## src/rtl/wb_pkg.sv

```systemverilog
// wb_pkg: shared types and constants for the register-file write-back arbiter.
//   WB_BUF_DEPTH : number of load-buffer entries
//   wb_entry_t   : one buffered load {valid, rd, data}; valid=0 marks a killed entry
package wb_pkg;
    localparam int          WB_BUF_DEPTH = 2;
    localparam logic [1:0]  WB_CNT_FULL  = 2'(WB_BUF_DEPTH);

    typedef struct packed {
        logic        valid;
        logic [4:0]  rd;
        logic [31:0] data;
    } wb_entry_t;
endpackage

```

## src/rtl/wb_load_buf.sv

```systemverilog
// wb_load_buf: 2-entry in-order load buffer with rd-match kill.
//   clk_i, rst_i       : clock, synchronous active-high reset
//   push_i/_rd_i/_data_i : enqueue a load (caller guarantees space)
//   pop_i              : dequeue head (ignored when empty)
//   kill_i/kill_rd_i   : invalidate every occupied entry whose rd matches
//   head_o             : current head entry (entry 0)
//   count_o            : occupancy 0..2 (killed entries still occupy a slot)
module wb_load_buf
    import wb_pkg::*;
(
    input  logic             clk_i,
    input  logic             rst_i,
    input  logic             push_i,
    input  logic [4:0]       push_rd_i,
    input  logic [31:0]      push_data_i,
    input  logic             pop_i,
    input  logic             kill_i,
    input  logic [4:0]       kill_rd_i,
    output wb_entry_t        head_o,
    output logic [1:0]       count_o
);
    wb_entry_t [WB_BUF_DEPTH-1:0] ent_q, ent_d;
    logic [1:0]                   cnt_q, cnt_d;

    // Kill first, then shift on pop, then write the new entry behind the
    // surviving ones so arrival order is preserved.
    always_comb begin
        ent_d = ent_q;
        cnt_d = cnt_q;
        for (int i = 0; i < WB_BUF_DEPTH; i++) begin
            if (kill_i && ent_d[i].valid && ent_d[i].rd == kill_rd_i)
                ent_d[i].valid = 1'b0;
        end
        if (pop_i && cnt_q != 2'd0) begin
            ent_d[0] = ent_d[1];
            ent_d[1] = '0;
            cnt_d    = cnt_q - 2'd1;
        end
        if (push_i && cnt_d < WB_CNT_FULL) begin
            ent_d[cnt_d[0]] = '{valid: 1'b1, rd: push_rd_i, data: push_data_i};
            cnt_d           = cnt_d + 2'd1;
        end
    end

    always_ff @(posedge clk_i) begin
        if (rst_i) begin
            ent_q <= '0;
            cnt_q <= 2'd0;
        end else begin
            ent_q <= ent_d;
            cnt_q <= cnt_d;
        end
    end

    assign head_o  = ent_q[0];
    assign count_o = cnt_q;
endmodule

```

## src/rtl/wb_arbiter.sv

```systemverilog
// wb_arbiter: merges an unstallable ALU result stream and a load-response
// stream into one registered register-file write port.
//   clk_i, rst_i                 : clock, synchronous active-high reset
//   alu_valid_i/_rd_i/_data_i    : ALU result, always accepted, highest priority
//   ld_valid_i/_rd_i/_data_i     : load response, ld_ready_o handshake
//   RDaddr_o/RDdata_o/RegWrite_o : registered register-file write port
//   ld_count_o                   : load buffer occupancy
// Option: define WB_LOAD_BYPASS_EN to let a load skip the empty buffer when
// no ALU write is present (1-cycle latency instead of 2).
module wb_arbiter
    import wb_pkg::*;
(
    input  logic        clk_i,
    input  logic        rst_i,
    input  logic        alu_valid_i,
    input  logic [4:0]  alu_rd_i,
    input  logic [31:0] alu_data_i,
    input  logic        ld_valid_i,
    output logic        ld_ready_o,
    input  logic [4:0]  ld_rd_i,
    input  logic [31:0] ld_data_i,
    output logic [4:0]  RDaddr_o,
    output logic [31:0] RDdata_o,
    output logic        RegWrite_o,
    output logic [1:0]  ld_count_o
);
    wb_entry_t   head;
    logic [1:0]  count;
    logic        alu_w, ld_acc, ld_keep, bypass, push, pop;
    logic [4:0]  RDaddr_q, RDaddr_d;
    logic [31:0] RDdata_q, RDdata_d;
    logic        RegWrite_q, RegWrite_d;

    // Ready depends only on registered occupancy, never on this cycle's pop.
    assign ld_ready_o = !rst_i && (count < WB_CNT_FULL);
    assign ld_acc     = ld_valid_i && ld_ready_o;
    assign alu_w      = !rst_i && alu_valid_i && (alu_rd_i != 5'd0);

    // An accepted load to x0, or one clashing with a same-cycle ALU write
    // (the load is the older value), is consumed but never stored.
    assign ld_keep = ld_acc && (ld_rd_i != 5'd0) && !(alu_w && ld_rd_i == alu_rd_i);

`ifdef WB_LOAD_BYPASS_EN
    assign bypass = ld_keep && !alu_w && (count == 2'd0);
`else
    assign bypass = 1'b0;
`endif

    assign push = ld_keep && !bypass;
    // Head drains on any non-ALU cycle; a killed head still costs its cycle.
    assign pop  = !rst_i && !alu_w && (count != 2'd0);

    wb_load_buf u_buf (
        .clk_i       (clk_i),
        .rst_i       (rst_i),
        .push_i      (push),
        .push_rd_i   (ld_rd_i),
        .push_data_i (ld_data_i),
        .pop_i       (pop),
        .kill_i      (alu_w),
        .kill_rd_i   (alu_rd_i),
        .head_o      (head),
        .count_o     (count)
    );

    always_comb begin
        RegWrite_d = 1'b0;
        RDaddr_d   = RDaddr_q;
        RDdata_d   = RDdata_q;
        if (alu_w) begin
            RegWrite_d = 1'b1;
            RDaddr_d   = alu_rd_i;
            RDdata_d   = alu_data_i;
        end else if (pop && head.valid) begin
            RegWrite_d = 1'b1;
            RDaddr_d   = head.rd;
            RDdata_d   = head.data;
        end else if (bypass) begin
            RegWrite_d = 1'b1;
            RDaddr_d   = ld_rd_i;
            RDdata_d   = ld_data_i;
        end
    end

    always_ff @(posedge clk_i) begin
        if (rst_i) begin
            RegWrite_q <= 1'b0;
            RDaddr_q   <= 5'd0;
            RDdata_q   <= 32'd0;
        end else begin
            RegWrite_q <= RegWrite_d;
            RDaddr_q   <= RDaddr_d;
            RDdata_q   <= RDdata_d;
        end
    end

    assign RegWrite_o = RegWrite_q;
    assign RDaddr_o   = RDaddr_q;
    assign RDdata_o   = RDdata_q;
    assign ld_count_o = count;
endmodule
```

## config.mk

```make
export PLATFORM = sky130hd
export DESIGN_NAME = wb_arbiter
export DESIGN_NICKNAME = d
export VERILOG_FILES = /design/src/rtl/wb_pkg.sv /design/src/rtl/wb_load_buf.sv /design/src/rtl/wb_arbiter.sv
export SDC_FILE = /design/constraint.sdc
export NUM_CORES = 1
export LEC_CHECK = 0
export CAP_MARGIN = 20
export CORE_MARGIN = 3
export CORE_UTILIZATION = 60
export CTS_BUF_LIST = sky130_fd_sc_hd__clkbuf_8
export CTS_CLUSTER_SIZE = 30
export DETAILED_ROUTE_END_ITERATION = 10
export DONT_BUFFER_PORTS = 1
export PLACE_DENSITY_LB_ADDON = 0.12
export SLEW_MARGIN = 20
export SYNTH_ARGS = -nofsm -noshare
export SYNTH_HDL_FRONTEND = slang
export SYNTH_HIERARCHICAL = 1
export SYNTH_SLANG_ARGS = --single-unit
```

## constraint.sdc

```tcl
create_clock -name clk_i -period 7.2 [get_ports clk_i]
set_input_delay 1.08 -clock clk_i [delete_from_list [all_inputs] [get_ports clk_i]]
set_output_delay 1.08 -clock clk_i [all_outputs]
set_load 0.03 [all_outputs]
```

==> results of run 1 <==
[sequential cells by signal, indices dropped and copies added, names as in the netlist]
register	flops
u_buf/head_o	38
u_buf/ent_q	38
u_buf/count_o	2
RegWrite_o	1
RDaddr_o	5
RDdata_o	32
[worst max-delay path by stage]
stage | startpoint | endpoint | slack (ps) | depth (start not counted)
floorplan | rst_i | u_buf/head_o[25]$_SDFF_PP0_ | 3930 | 9
global placement | alu_rd_i[2] | u_buf/head_o[35]$_SDFF_PP0_ | 3100 | 8
detailed placement | alu_rd_i[2] | u_buf/head_o[23]$_SDFF_PP0_ | 2990 | 8
CTS | alu_rd_i[2] | u_buf/head_o[23]$_SDFF_PP0_ | 3450 | 8
global route | alu_rd_i[2] | u_buf/head_o[25]$_SDFF_PP0_ | 3160 | 8
finish | alu_rd_i[2] | u_buf/head_o[23]$_SDFF_PP0_ | 3380 | 8
[cell families (layout without fill, tap and decap cells)]
kind of cell / after synthesis / after routing / share of synthesized area
AOI/OAI and AO/OA: 201 / 201 / 0.316
xor gates and xnor gates: 16 / 16 / 0.0236
adders and majority gates: 1 / 1 / 0.00211
buffers and inverters: 113 / 45 / 0.128
DFF: 116 / 116 / 0.391
muxes: 2 / 2 / 0.00358
and+or+nand+nor: 173 / 173 / 0.136
[where the power goes]
| group | internal (mW) | switching (mW) | leakage [nW] |
|---|---|---|---|
| sequential | 0.682 | 0.0664 | 0.951 |
| combinational | 0.0626 | 0.105 | 0.606 |
| clock | 0.343 | 0.261 | 0.217 |
| total | 1.09 | 0.432 | 1.77 |
[stage by stage]
stage / cells / instance area (µm²)
final: 683 / 5840
after global routing: 683 / 5840
after CTS: 683 / 5840
after detailed placement: 651 / 5440
after global placement: 651 / 5440
after floorplan: 622 / 5930
[layer usage]
| layer | vias up | global-route usage | wire length, µm |
|---|---|---|---|
| met5 | - | 0 | 0 |
| met4 | 0 | 0.0872 | 357 |
| met3 | 24 | 0.0802 | 1360 |
| met2 | 213 | 0.382 | 6400 |
| met1 | 2171 | 0.394 | 7030 |
| li1 | 2146 | - | - |
[area by class of cell]
| class | count | share of cell area |
|---|---|---|
| tap | 129 | 0.0277 |
| sequential | 116 | 0.398 |
| clock inverter | 14 | 0.0251 |
| timing repair buffer | 7 | 0.00901 |
| clock buffer | 18 | 0.0425 |
| inverter | 6 | 0.00386 |
| multi-input combinational | 393 | 0.494 |
[cells in the final DEF (no fill, tap or decap), types with 18 or more instances in the layout]
cell,count
a311oi_1,24
a22o_1,37
a311oi_2,49
o21ai_0,28
clkbuf_8,18
nand3_1,36
nor3_1,41
a211oi_1,35
dfxtp_1,116
nand2_1,78
==> run metrics, run 1 <==
outcome=finished, final reports clean; Max Slew Vio Count=0; WS Path Type=input port to flip-flop; core area=~0.0094 mm²; layout cells sized above 1=0.179; flop-to-flop setup slack=between 3000 and 4000 ps; Async SR Flop Fraction=0; via count=~4,600; peak supply drop=about 160 µV; Ports=119; antenna violations before repair=0; dominant cell by count in the synthesized netlist=dfxtp_1; Final Hold Slack=475 ps; std cell rows=35; Vias/cell=6.67; CTS tree=done; area of the multi-input gates=0.00288 mm²; Root Buffer=clkbuf_8; Crit. End Element=flip-flop; post-layout util=0.620; most used flip-flop cell after synthesis=dfxtp_1; total area of sequential cells=between 0.002 and 0.0025 mm²; synth unique cells=45; Synth area leader=dfxtp_1; # hold bufs at CTS=0; Filler cells=768; first-pass GRT wire length=24.1 mm; Die X=around 110 µm; Final Hold Violating Endpoints=0; Initial DRT Pass Iterations=5; Final Setup Violations=0; clk_skew=15.8 ps; worst path arrival time=4080 ps; reg2reg end=u_buf/head_o[23]$_SDFF_PP0_; Initial Util=0.630; Power Density=261 mW/mm²; CP delay by family, top=compound AO/OA/AOI/OAI gates; Slew @ Worst Pin=1050 ps; die area=0.0111 mm²; min cycle time layout=3820 ps; CP Max Fanout=38; Tcrit/Tclk final=0.530; clk slew on worst S/H paths=60 ps; Post-DRT Antenna Nets=0; Setup TNS=0 ps; htree depth=4; overall power=1.52 mW; syn_nets=701; Critical Path Max Stage Delay=just under 900 ps; Post-DP HPWL=9.78 mm; CTS max path bufs=2; crit-path cells=nor4_4 -> buf_4 -> nand2_2 -> a21oi_1 -> nand2b_1 -> a31oi_4 -> nand2b_4 -> a311oi_2; RR Startpoint=u_buf/count_o[0]$_SDFF_PP0_; Hold/Removal Path Class=flip-flop to flip-flop; RSZ-0062 raised after global routing=false; worst-skew pair later-pin latency=430 ps; Num CTS Buffers=17; Synth area leaders=dfxtp_1 (39%), a311oi_2 (12%), buf_4 (5.8%), a22o_1 (5.5%), nand2_1 (4.9%); synth warn=6; DR iter-0 viols=377; Req. time, crit path=7470 ps; Resized Gates After CTS=0; Diodes inserted=0; total grt overflow=0; area delta synth->final=-1.64%; Commonest cells post-synth=dfxtp_1 (116), nand2_1 (78), a311oi_2 (49), buf_4 (46), nor3_1 (42); number of port buffers=0; CP max-delay cell=a31oi_4; Post-CTS Setup Inserts=0; DRC=0; GPL Wtd Cong=1.01; synthesis-stage register bit count=approximately 120; DR WL/cell=22.2 µm; Hold Startpoint=u_buf/ent_q[65]$_SDFF_PP0_; post-synthesis sequential area ratio=0.391; Max-Cap Viols=0; Pleak=about 1.8 nW; Post-synth EDFFs=0; Chip Height=105 µm; Cells after Synth=622; Layout Nets=620; maximum clock rate=approximately 260 MHz; relative slew slack=0.299; Setup WS pre-CTS=2990 ps; Yosys top cell area share=0.391; total global-route track usage=0.271; post-synthesis cell area=0.00593 mm²; WHS Endpoint=u_buf/ent_q[65]$_SDFF_PP0_; vias in the first global route=4,361; TritonCTS sink count=between 100 and 150; Reg2Reg Depth=6; PnR worst setup slack=3380 ps; Worst setup SP type=input port; CP Buf/Inv Count=1; routed wire length=15.1 mm; Avg Cell Area, Syn=9.54 µm²; largest net degree at the start of global routing=86; Worst Hold Depth=1
Power figures use the tool's default switching activity.
==> inputs of run 2 (changes only) <==
==> constraint.sdc (replaced) <==
create_clock -name clk_i -period 3.15 [get_ports clk_i]
set_input_delay 0.4725 -clock clk_i [delete_from_list [all_inputs] [get_ports clk_i]]
set_output_delay 0.4725 -clock clk_i [all_outputs]
set_load 0.03 [all_outputs]
==> run 2 against run 1 <==
  * Hold slack lost 360 ps
  * Critical endpoint is now u_buf/head_o[31]$_SDFF_PP0_
  * Non-clock buffer count up 12
  * Final area is 3.2% higher
  * Setup slack lost 3000 ps
  * Critical path depth is 2 lower
  * Highest routed layer unchanged
  * First-iteration DRC count up 39%
  * Via count grew 5.4%
  * Combinational power increased by 150%
  * Core utilization up 2.0 points
  * Final cell count is 1.8% higher
  * Sequential share of layout area is 1.2 points lower
==> run metrics, run 2 (synthesis gave the netlist of run 1 again) <==
PnR worst setup slack=361 ps (was 3380 ps); layout cells sized above 1=0.201 (was 0.179); WS Path Type=flip-flop to flip-flop (was input port to flip-flop); Chip Height=105 µm (unchanged); clk slew on worst S/H paths=80 ps (was 60 ps); CTS max path bufs=2 (unchanged); commonest non-fill, non-tap cell in the layout=dfxtp_1 (unchanged); area delta synth->final=1.54% (was -1.64%); die area=0.0111 mm² (unchanged); outcome=finished, final reports clean (unchanged); Post-DRT Antenna Nets=0 (unchanged); first-pass GRT wire length=25.8 mm (was 24.1 mm); TritonCTS sink count=116 (unchanged); Root Buffer=clkbuf_8 (unchanged); Hold/Removal Path Class=input port to flip-flop (was flip-flop to flip-flop); Crit. End Element=flip-flop (unchanged); CP Max Fanout=38 (unchanged); antenna violations before repair=0 (unchanged); Slew @ Worst Pin=595 ps (was 1050 ps); RSZ-0062 raised after global routing=false (unchanged); via count=4,798 (was 4,554); worst path arrival time=3040 ps (was 4080 ps); DRC=0 (unchanged); Vias/cell=6.90 (was 6.67); Resized Gates After CTS=0 (unchanged); total global-route track usage=0.288 (was 0.271); Max Slew Vio Count=0 (unchanged); Num CTS Buffers=17 (unchanged); DR WL/cell=23.3 µm (was 22.2 µm); Req. time, crit path=3400 ps (was 7470 ps); Final Hold Violating Endpoints=0 (unchanged); Layout Nets=632 (was 620); vias in the first global route=4,507 (was 4,361); min cycle time layout=2790 ps; peak supply drop=293 µV (was 161 µV); Initial DRT Pass Iterations=5 (unchanged); Post-CTS Setup Inserts=0 (unchanged); Diodes inserted=0 (unchanged); Worst setup SP type=flip-flop (was input port); clk_skew=14.8 ps (was 15.8 ps); most frequent cells in the layout=dfxtp_1 (116), nand2_1 (78), a311oi_2 (49) (unchanged); total grt overflow=0 (unchanged); Final Setup Violations=0 (unchanged); number of port buffers=0 (unchanged); worst-skew pair later-pin latency=430 ps (about the same); DR iter-0 viols=524 (was 377); routed wire length=16.2 mm (was 15.1 mm); Post-DP HPWL=10.4 mm (was 9.78 mm); Setup WS pre-CTS=373 ps (was 2990 ps); Ports=119 (unchanged); relative slew slack=0.603 (was 0.299); # hold bufs at CTS=0 (unchanged); GPL Wtd Cong=0.860 (was 1.01); Initial Util=0.630 (unchanged); Setup TNS=0 ps (unchanged); CTS tree=done (unchanged); Power Density=626 mW/mm² (was 261 mW/mm²); Max-Cap Viols=0 (unchanged); Die X=105 µm (unchanged); Pleak=1.87 nW (was 1.77 nW); htree depth=4 (unchanged); largest net degree at the start of global routing=86 (unchanged); Tcrit/Tclk final=0.885; maximum clock rate=359 MHz; std cell rows=35 (unchanged); core area=0.00942 mm² (unchanged)
[run 2: cell count changes in the layout (fill, tap and decap cells not counted), moves of 2 or more]
cell / delta
inv_6: +4
bufinv_16: +2
clkinv_2: -5
buf_4: +11
inv_1: -4
clkinv_4: +2
[run 2: stage by stage]
step | instances | utilization | total power [mW] | cell area [µm²] | hold WS (ps)
2_1_floorplan | 622 | - | 2.14 | 5930 | 442
3_3_place_gp | 663 | 0.589 | 2.13 | 5540 | 455
3_5_place_dp | 663 | 0.589 | 2.14 | 5540 | 456
4_1_cts | 695 | 0.640 | 3.77 | 6020 | 95.8
5_1_grt | 695 | 0.640 | 3.89 | 6020 | 75.3
6_report | 695 | 0.640 | 3.77 | 6020 | 119
[run 2: metal layers]
layer,vias to the layer above,track usage,wire (µm)
met4,0,0.0497,133
met3,12,0.0974,1630
met1,2367,0.428,7380
li1,2166,-,-
met5,-,0,0
met2,253,0.408,7070
[run 2: cell type report]
class                      count  area, µm²
sequential                   116       2320
multi-input combinational    393       2880
tap                          129        161
inverter                       6       22.5
clock inverter                13        219
timing repair buffer          19        155
clock buffer                  19        262
fill                         774       3390
[run 2: power breakdown]
| group | total (mW) | internal (mW) | leakage (nW) | switching, mW |
|---|---|---|---|---|
| Clock | 1.65 | 0.999 | 0.238 | 0.652 |
| Sequential | 1.71 | 1.56 | 0.951 | 0.146 |
| Combinational | 0.413 | 0.157 | 0.679 | 0.255 |
[run 2: critical path, cell delays in order, from the launching register on]
cell and delay (ps):
dfxtp_1 630, inv_1 270, ha_1 390, and4b_1 240
a31oi_4 300, nand2b_4 580, a311oi_1 210
[run 2: worst paths after layout]
kind,from,endpoint,slack [ps],depth (start not counted)
max,u_buf/count_o[1]$_SDFF_PP0_,u_buf/head_o[31]$_SDFF_PP0_,360,6
min reg2reg,u_buf/ent_q[49]$_SDFF_PP0_,u_buf/head_o[11]$_SDFF_PP0_,480,2
max reg2reg,u_buf/count_o[1]$_SDFF_PP0_,u_buf/head_o[31]$_SDFF_PP0_,360,6
min,rst_i,u_buf/head_o[17]$_SDFF_PP0_,120,1
